**src/rtl/mem_initiator_pkg.sv**
```systemverilog
// mem_initiator_pkg: shared state encoding and memory/burst constants
package mem_initiator_pkg;
  localparam int MEM_DEPTH = 4097;
  localparam int MAX_BURST = 16;
  localparam int WORD_W    = 32;
  localparam int ADDR_BITS = 32;
  localparam int LEN_BITS  = 5;
  typedef enum logic [2:0] {S_IDLE, S_RD, S_WR, S_DONE, S_ERR} state_e;
endpackage

```
**src/rtl/mem_initiator_if.sv**
```systemverilog
// mem_initiator_if: command, read/write stream and memory bus between core, initiator and memory
//   command : req_valid/req_ready/req_we/req_addr/req_len
//   write   : wr_valid/wr_ready/wr_data      read : rd_valid/rd_ready/rd_data
//   status  : busy/done/err                  memory : mem_w/mem_addr/mem_w_v/mem_r_v
interface mem_initiator_if
  import mem_initiator_pkg::*;
#(
  parameter int DATA_W = WORD_W,
  parameter int ADDR_W = ADDR_BITS,
  parameter int LEN_W  = LEN_BITS
);
  logic              req_valid;
  logic              req_ready;
  logic              req_we;
  logic [ADDR_W-1:0] req_addr;
  logic [LEN_W-1:0]  req_len;
  logic              wr_valid;
  logic              wr_ready;
  logic [DATA_W-1:0] wr_data;
  logic              rd_valid;
  logic              rd_ready;
  logic [DATA_W-1:0] rd_data;
  logic              busy;
  logic              done;
  logic              err;
  logic              mem_w;
  logic [ADDR_W-1:0] mem_addr;
  logic [DATA_W-1:0] mem_w_v;
  logic [DATA_W-1:0] mem_r_v;
  modport master (
    input  req_valid, req_we, req_addr, req_len, wr_valid, wr_data, rd_ready, mem_r_v,
    output req_ready, wr_ready, rd_valid, rd_data, busy, done, err, mem_w, mem_addr, mem_w_v
  );
  modport slave (
    output req_valid, req_we, req_addr, req_len, wr_valid, wr_data, rd_ready, mem_r_v,
    input  req_ready, wr_ready, rd_valid, rd_data, busy, done, err, mem_w, mem_addr, mem_w_v
  );
endinterface

```
**src/rtl/mem_initiator_range_check.sv**
```systemverilog
// mem_range_check: combinational legality test of a burst (addr, len) against memory depth and max length
//   i_addr : first word address    i_len : burst length    o_ok : 1 when the whole burst is legal
module mem_range_check #(
  parameter int ADDR_W  = 32,
  parameter int LEN_W   = 5,
  parameter int DEPTH   = 4097,
  parameter int MAX_LEN = 16
) (
  input  logic [ADDR_W-1:0] i_addr,
  input  logic [LEN_W-1:0]  i_len,
  output logic              o_ok
);
  // one extra bit so addr+len-1 cannot wrap past the top of the address space
  logic [ADDR_W:0] w_end;
  assign w_end = {1'b0, i_addr} + (ADDR_W+1)'(i_len) - 1'b1;
  assign o_ok  = (i_len != '0) & (i_len <= LEN_W'(MAX_LEN)) & (w_end <= (ADDR_W+1)'(DEPTH - 1));
endmodule

```
**src/rtl/mem_initiator.sv**
```systemverilog
// mem_initiator: burst bus master sequencing word reads/writes on a single-port memory
//   clk, rst : clock and synchronous active-high reset
//   bus      : command, read/write streams, status pulses and memory port (master view)
module mem_initiator
  import mem_initiator_pkg::*;
#(
  parameter int DATA_W  = WORD_W,
  parameter int ADDR_W  = ADDR_BITS,
  parameter int DEPTH   = MEM_DEPTH,
  parameter int MAX_LEN = MAX_BURST,
  parameter int LEN_W   = LEN_BITS
) (
  input logic clk,
  input logic rst,
  mem_initiator_if.master bus
);
  state_e            r_state, w_next;
  logic [ADDR_W-1:0] r_addr, w_addr_nx;
  logic [LEN_W-1:0]  r_rem, w_rem_nx;
  logic              w_ok, w_fire, w_last;
  mem_range_check #(
    .ADDR_W(ADDR_W), .LEN_W(LEN_W), .DEPTH(DEPTH), .MAX_LEN(MAX_LEN)
  ) u_range (
    .i_addr(bus.req_addr), .i_len(bus.req_len), .o_ok(w_ok)
  );
  assign w_fire = (r_state == S_RD & bus.rd_ready) | (r_state == S_WR & bus.wr_valid);
  assign w_last = r_rem == LEN_W'(1);
  // cur_addr is not advanced past the last word so mem_addr stays in range and holds it afterwards;
  // rejected commands leave cur_addr untouched for the same reason
  always_comb begin
    w_next    = r_state;
    w_addr_nx = r_addr;
    w_rem_nx  = r_rem;
    case (r_state)
      S_IDLE: if (bus.req_valid) begin
        w_next    = w_ok ? (bus.req_we ? S_WR : S_RD) : S_ERR;
        w_addr_nx = w_ok ? bus.req_addr : r_addr;
        w_rem_nx  = w_ok ? bus.req_len : r_rem;
      end
      S_RD, S_WR: if (w_fire) begin
        w_next    = w_last ? S_DONE : r_state;
        w_addr_nx = w_last ? r_addr : r_addr + 1'b1;
        w_rem_nx  = r_rem - 1'b1;
      end
      default: w_next = S_IDLE;
    endcase
  end
  always_ff @(posedge clk) begin
    if (rst) begin
      r_state <= S_IDLE;
      r_addr  <= '0;
      r_rem   <= '0;
    end else begin
      r_state <= w_next;
      r_addr  <= w_addr_nx;
      r_rem   <= w_rem_nx;
    end
  end
  assign bus.req_ready = (r_state == S_IDLE) & ~rst;
  assign bus.busy      = r_state != S_IDLE;
  assign bus.done      = r_state == S_DONE;
  assign bus.err       = r_state == S_ERR;
  assign bus.rd_valid  = r_state == S_RD;
  assign bus.rd_data   = bus.mem_r_v;
  assign bus.wr_ready  = r_state == S_WR;
  // gated by rst so a write in flight never commits once reset is asserted
  assign bus.mem_w     = bus.wr_valid & (r_state == S_WR) & ~rst;
  assign bus.mem_addr  = r_addr;
  assign bus.mem_w_v   = bus.wr_data;
endmodule

```
**src/flat_wrapper.sv**
```systemverilog
// flat-port wrapper written by rule: the top's interface ports become plain ports
module mem_initiator_flat import mem_initiator_pkg::*;
#(
  parameter int DATA_W  = WORD_W,
  parameter int ADDR_W  = ADDR_BITS,
  parameter int DEPTH   = MEM_DEPTH,
  parameter int MAX_LEN = MAX_BURST,
  parameter int LEN_W   = LEN_BITS
)
  (clk, rst, bus_req_valid, bus_req_we, bus_req_addr, bus_req_len, bus_wr_valid, bus_wr_data, bus_rd_ready, bus_mem_r_v, bus_req_ready, bus_wr_ready, bus_rd_valid, bus_rd_data, bus_busy, bus_done, bus_err, bus_mem_w, bus_mem_addr, bus_mem_w_v);
  mem_initiator_if #(.DATA_W(DATA_W), .ADDR_W(ADDR_W), .LEN_W(LEN_W)) bus_i ();
  input logic clk;
  input logic rst;
  input wire logic [$bits(bus_i.req_valid)-1:0] bus_req_valid;
  input wire logic [$bits(bus_i.req_we)-1:0] bus_req_we;
  input wire logic [$bits(bus_i.req_addr)-1:0] bus_req_addr;
  input wire logic [$bits(bus_i.req_len)-1:0] bus_req_len;
  input wire logic [$bits(bus_i.wr_valid)-1:0] bus_wr_valid;
  input wire logic [$bits(bus_i.wr_data)-1:0] bus_wr_data;
  input wire logic [$bits(bus_i.rd_ready)-1:0] bus_rd_ready;
  input wire logic [$bits(bus_i.mem_r_v)-1:0] bus_mem_r_v;
  output wire logic [$bits(bus_i.req_ready)-1:0] bus_req_ready;
  output wire logic [$bits(bus_i.wr_ready)-1:0] bus_wr_ready;
  output wire logic [$bits(bus_i.rd_valid)-1:0] bus_rd_valid;
  output wire logic [$bits(bus_i.rd_data)-1:0] bus_rd_data;
  output wire logic [$bits(bus_i.busy)-1:0] bus_busy;
  output wire logic [$bits(bus_i.done)-1:0] bus_done;
  output wire logic [$bits(bus_i.err)-1:0] bus_err;
  output wire logic [$bits(bus_i.mem_w)-1:0] bus_mem_w;
  output wire logic [$bits(bus_i.mem_addr)-1:0] bus_mem_addr;
  output wire logic [$bits(bus_i.mem_w_v)-1:0] bus_mem_w_v;
  assign bus_i.req_valid = bus_req_valid;
  assign bus_i.req_we = bus_req_we;
  assign bus_i.req_addr = bus_req_addr;
  assign bus_i.req_len = bus_req_len;
  assign bus_i.wr_valid = bus_wr_valid;
  assign bus_i.wr_data = bus_wr_data;
  assign bus_i.rd_ready = bus_rd_ready;
  assign bus_i.mem_r_v = bus_mem_r_v;
  assign bus_req_ready = bus_i.req_ready;
  assign bus_wr_ready = bus_i.wr_ready;
  assign bus_rd_valid = bus_i.rd_valid;
  assign bus_rd_data = bus_i.rd_data;
  assign bus_busy = bus_i.busy;
  assign bus_done = bus_i.done;
  assign bus_err = bus_i.err;
  assign bus_mem_w = bus_i.mem_w;
  assign bus_mem_addr = bus_i.mem_addr;
  assign bus_mem_w_v = bus_i.mem_w_v;
  mem_initiator #(.DATA_W(DATA_W), .ADDR_W(ADDR_W), .DEPTH(DEPTH), .MAX_LEN(MAX_LEN), .LEN_W(LEN_W)) u_core (.clk(clk), .rst(rst), .bus(bus_i));
endmodule
```
**config.mk**
```make
export PLATFORM = sky130hd
export DESIGN_NAME = mem_initiator_flat
export DESIGN_NICKNAME = d
export VERILOG_FILES = /design/src/rtl/mem_initiator_pkg.sv /design/src/rtl/mem_initiator_if.sv /design/src/rtl/mem_initiator_range_check.sv /design/src/rtl/mem_initiator.sv /design/src/flat_wrapper.sv
export SDC_FILE = /design/constraint.sdc
export NUM_CORES = 1
export LEC_CHECK = 0
export ABC_AREA = 1
export BUFFER_PORTS_ARGS = -buffer_cell sky130_fd_sc_hd__buf_4
export CAP_MARGIN = 20
export CORE_MARGIN = 10
export CORE_UTILIZATION = 45
export DETAILED_ROUTE_END_ITERATION = 8
export GPL_TIMING_DRIVEN = 0
export HOLD_SLACK_MARGIN = 0.06
export PLACE_DENSITY = 0.82
export SYNTH_ARGS = -nofsm -noshare
export SYNTH_HDL_FRONTEND = slang
export SYNTH_SLANG_ARGS = --single-unit
```
**constraint.sdc**
```tcl
create_clock -name clk -period 6.1 [get_ports clk]
set_input_delay 0.61 -clock clk [delete_from_list [all_inputs] [get_ports clk]]
set_output_delay 0.61 -clock clk [all_outputs]
set_load 0.1 [all_outputs]
```
==> results.yml <==
timing:
  tightest_slew_ps: 674
  relSlewSlack: 0.551
  setup_viol: 0
  post-route-period-util: 0.630
  clock_skew_ps: 5.95
  drv_slew: 0
  rsz0062_at_grt: "no"
  hold_violations: 0
  min_period_ps: 3840
  finalSetupTns_ps: 0
  fmax_mhz: 260
detailed_routing:
  wl_per_cell_microns: 13.7
  wl_microns: 19800
  detail_route.first_pass.iterations: 5
  vias: 7098
  drcViolationCount: 0
  via_per_inst: 4.91
  dr.first_iter.drc_count: 676
  ant_nets: 0
cts:
  clk_path_buf_depth: 2
  cts_buffers: 5
  clk-insertion-delay-late_ps: 290
  cts_tree: "yes"
  post_cts_buffers: 0
  root_buffer: "clkbuf_16"
  clkSlewWorstSetupHoldPaths_ps: 60
  cts.sinks: 40
  cts-htree-levels: 2
  cts_resized: 0
  cts_hold_buf: 0
pwr:
  max-vdd-ir-drop_mv: 0.267
  p_leak_uw: 0.00437
  pwr_density_cell_nw_per_um2: 326
floorplan:
  ios: 210
  rows: 42
  start_util: 0.458
  dieArea_sq_um: 18500
  die_w_microns: 136
  coreArea_sq_um: 13200
  die_h_microns: 136
grt:
  overflow: 0
  grt_pass1_wl_microns: 30900
  grt_pass1_vias: 6525
  grt_max_degree: 13
  track_usage: 0.199
  antenna_found_initial: 0
placement:
  place_inst: 1439
  gp_congestion: 0.957
  io_buffers: 145
  hpwl_microns: 17000
setup_path:
  worst_setup_path_end_kind: "flop"
  path_max_fanout: 10
  critPathArrivalTime_ps: 4020
  cp-start-kind: "input pin"
  reg2regPathDepth: 15
  critPathKind: "input pin to flop"
  critPathRequiredTime_ps: 6280
logic_synthesis:
  yosysSeqAreaShare: 0.132
  syn_area_sq_um: 6040
  ys_ff_latch: 40
  async_flop_share: 0
  synth_top_area_frac: 0.217
  synth_ff_type: "dfxtp_1"
  synth_edf_count: 0
  synth_commonest_cells: "nand2_1, inv_1, nor2_1"
  synth_area_per_cell_sq_um: 5.41
  yosysUniqueCellTypes: 36
  synth_cells: 1118
  ys_warn_count: 0
  yosys.area.top_type: "nand2_1"
  post-synth-top-count-cell: "nand2_1"
  syn-num-nets: 1265
  ys_top_cells_by_area: "nand2_1, inv_1, dfxtp_1"
layout:
  antenna_cells: 0
  drive_gt1_frac: 0.186
  finish.utilization: 0.571
  instances_no_fill: 1447
  nets: 1417
  area_delta_synth_final_pct: 24.7
status:
  status: "completed"
min_path:
  holdPathStages: 2
  min_path_type: "flop to flop"
job:
  maxCapViolCount: 0
==> layout make-up <==
class / instances / area (sq um)
buffer: 86 / 589
clock buffer: 7 / 153
clock inverter: 1 / 30.0
fill: 1408 / 5650
inverter: 223 / 837
multi-input combinational: 769 / 3820
sequential: 40 / 801
tap: 176 / 220
timing repair buffer: 145 / 1090
==> kinds of logic after synthesis <==
logic type               Yosys count  synth area share
AO/OA/AOI/OAI                     94            0.0824
buffers and inverters            309             0.236
adder cells (fa/ha/maj)           40            0.0840
XOR/XNOR                          31            0.0449
AND/OR/NAND/NOR                  604             0.420
flip-flops                        40             0.132
==> layout by cell type, fill, tap and decap left out, types with 2 or more instances in the layout <==
| master | Yosys | routed |
|---|---|---|
| xnor2_1 | 5 | 5 |
| nor2_1 | 121 | 121 |
| clkbuf_8 | 0 | 2 |
| nand2_2 | 2 | 2 |
| xor2_1 | 26 | 26 |
| nor3_1 | 21 | 21 |
| o21bai_1 | 7 | 7 |
| clkbuf_1 | 16 | 16 |
| a21oi_1 | 34 | 34 |
| inv_2 | 3 | 3 |
| inv_1 | 219 | 219 |
| buf_2 | 3 | 3 |
| o21ai_0 | 47 | 47 |
| or2_2 | 3 | 3 |
| clkbuf_16 | 0 | 5 |
| nor2_2 | 2 | 2 |
| nand3_1 | 51 | 51 |
| nor4_1 | 4 | 4 |
| buf_6 | 3 | 3 |
| ha_1 | 39 | 39 |
| nand4_1 | 38 | 38 |
| nand3b_1 | 7 | 7 |
| dfxtp_1 | 40 | 40 |
| nand2_1 | 350 | 350 |
| buf_4 | 64 | 209 |
==> worst max-delay path, stage by stage <==
cell      delay [ps]
buf_4            110
inv_1             90
ha_1             230
inv_1             60
ha_1             220
inv_1             80
fa_1             380
inv_1            100
nand2_1           70
nand2_1          120
nand2_1          110
a21oi_1          140
nand3_1           90
nor2_1           120
nand3_1           80
o21bai_1         210
nand3_1          100
nor2_1           230
nand3_2          160
nand2_4          140
nand3_4          120
buf_2            260
nor2_1           130
nor2_1            60
==> routing by layer <==
metal | part of all wire | vias to the layer above | GRT usage | routed length, microns
met5 | 0 | - | 0 | 0
met4 | 0.012 | 0 | 0.0302 | 229
met3 | 0.10 | 29 | 0.0590 | 1990
met2 | 0.45 | 296 | 0.324 | 8900
met1 | 0.44 | 3089 | 0.260 | 8680
li1 | - | 3684 | - | -
==> stage by stage <==
step / instance area, sq um / total power (uW) / worst slack, ps / hold slack, ps
global route: 7540 / 2630 / 1950 / 530
global placement: 7350 / 2100 / 2070 / 472
CTS: 7540 / 2450 / 2300 / 487
detailed placement: 7350 / 2120 / 2020 / 477
finish: 7540 / 2460 / 2260 / 490
floorplan: 6040 / 1740 / 1380 / 452
==> worst paths after layout <==
path                                   to  slack (ps)                    from
hold / removal            u_core.r_rem[1]         490         u_core.r_rem[1]
setup / recovery  u_core.bus.mem_addr[12]        2260         bus_req_addr[1]
setup reg to reg  u_core.bus.mem_addr[28]        3360  u_core.bus.mem_addr[0]
hold reg to reg           u_core.r_rem[1]         490         u_core.r_rem[1]
==> registers in the layout, indices dropped and copies added, names as in the netlist <==
| signal | flops |
|---|---|
| u_core.r_state | 3 |
| u_core.bus.mem_addr | 32 |
| u_core.r_rem | 5 |
==> power by group <==
group	internal (uW)	leakage (uW)	switching, uW
Combinational	463	0.00395	1280
Sequential	325	0.000328	65.2
Clock	216	0.0000901	110
Total	1000	0.00437	1460
Power figures use the tool's default switching activity.
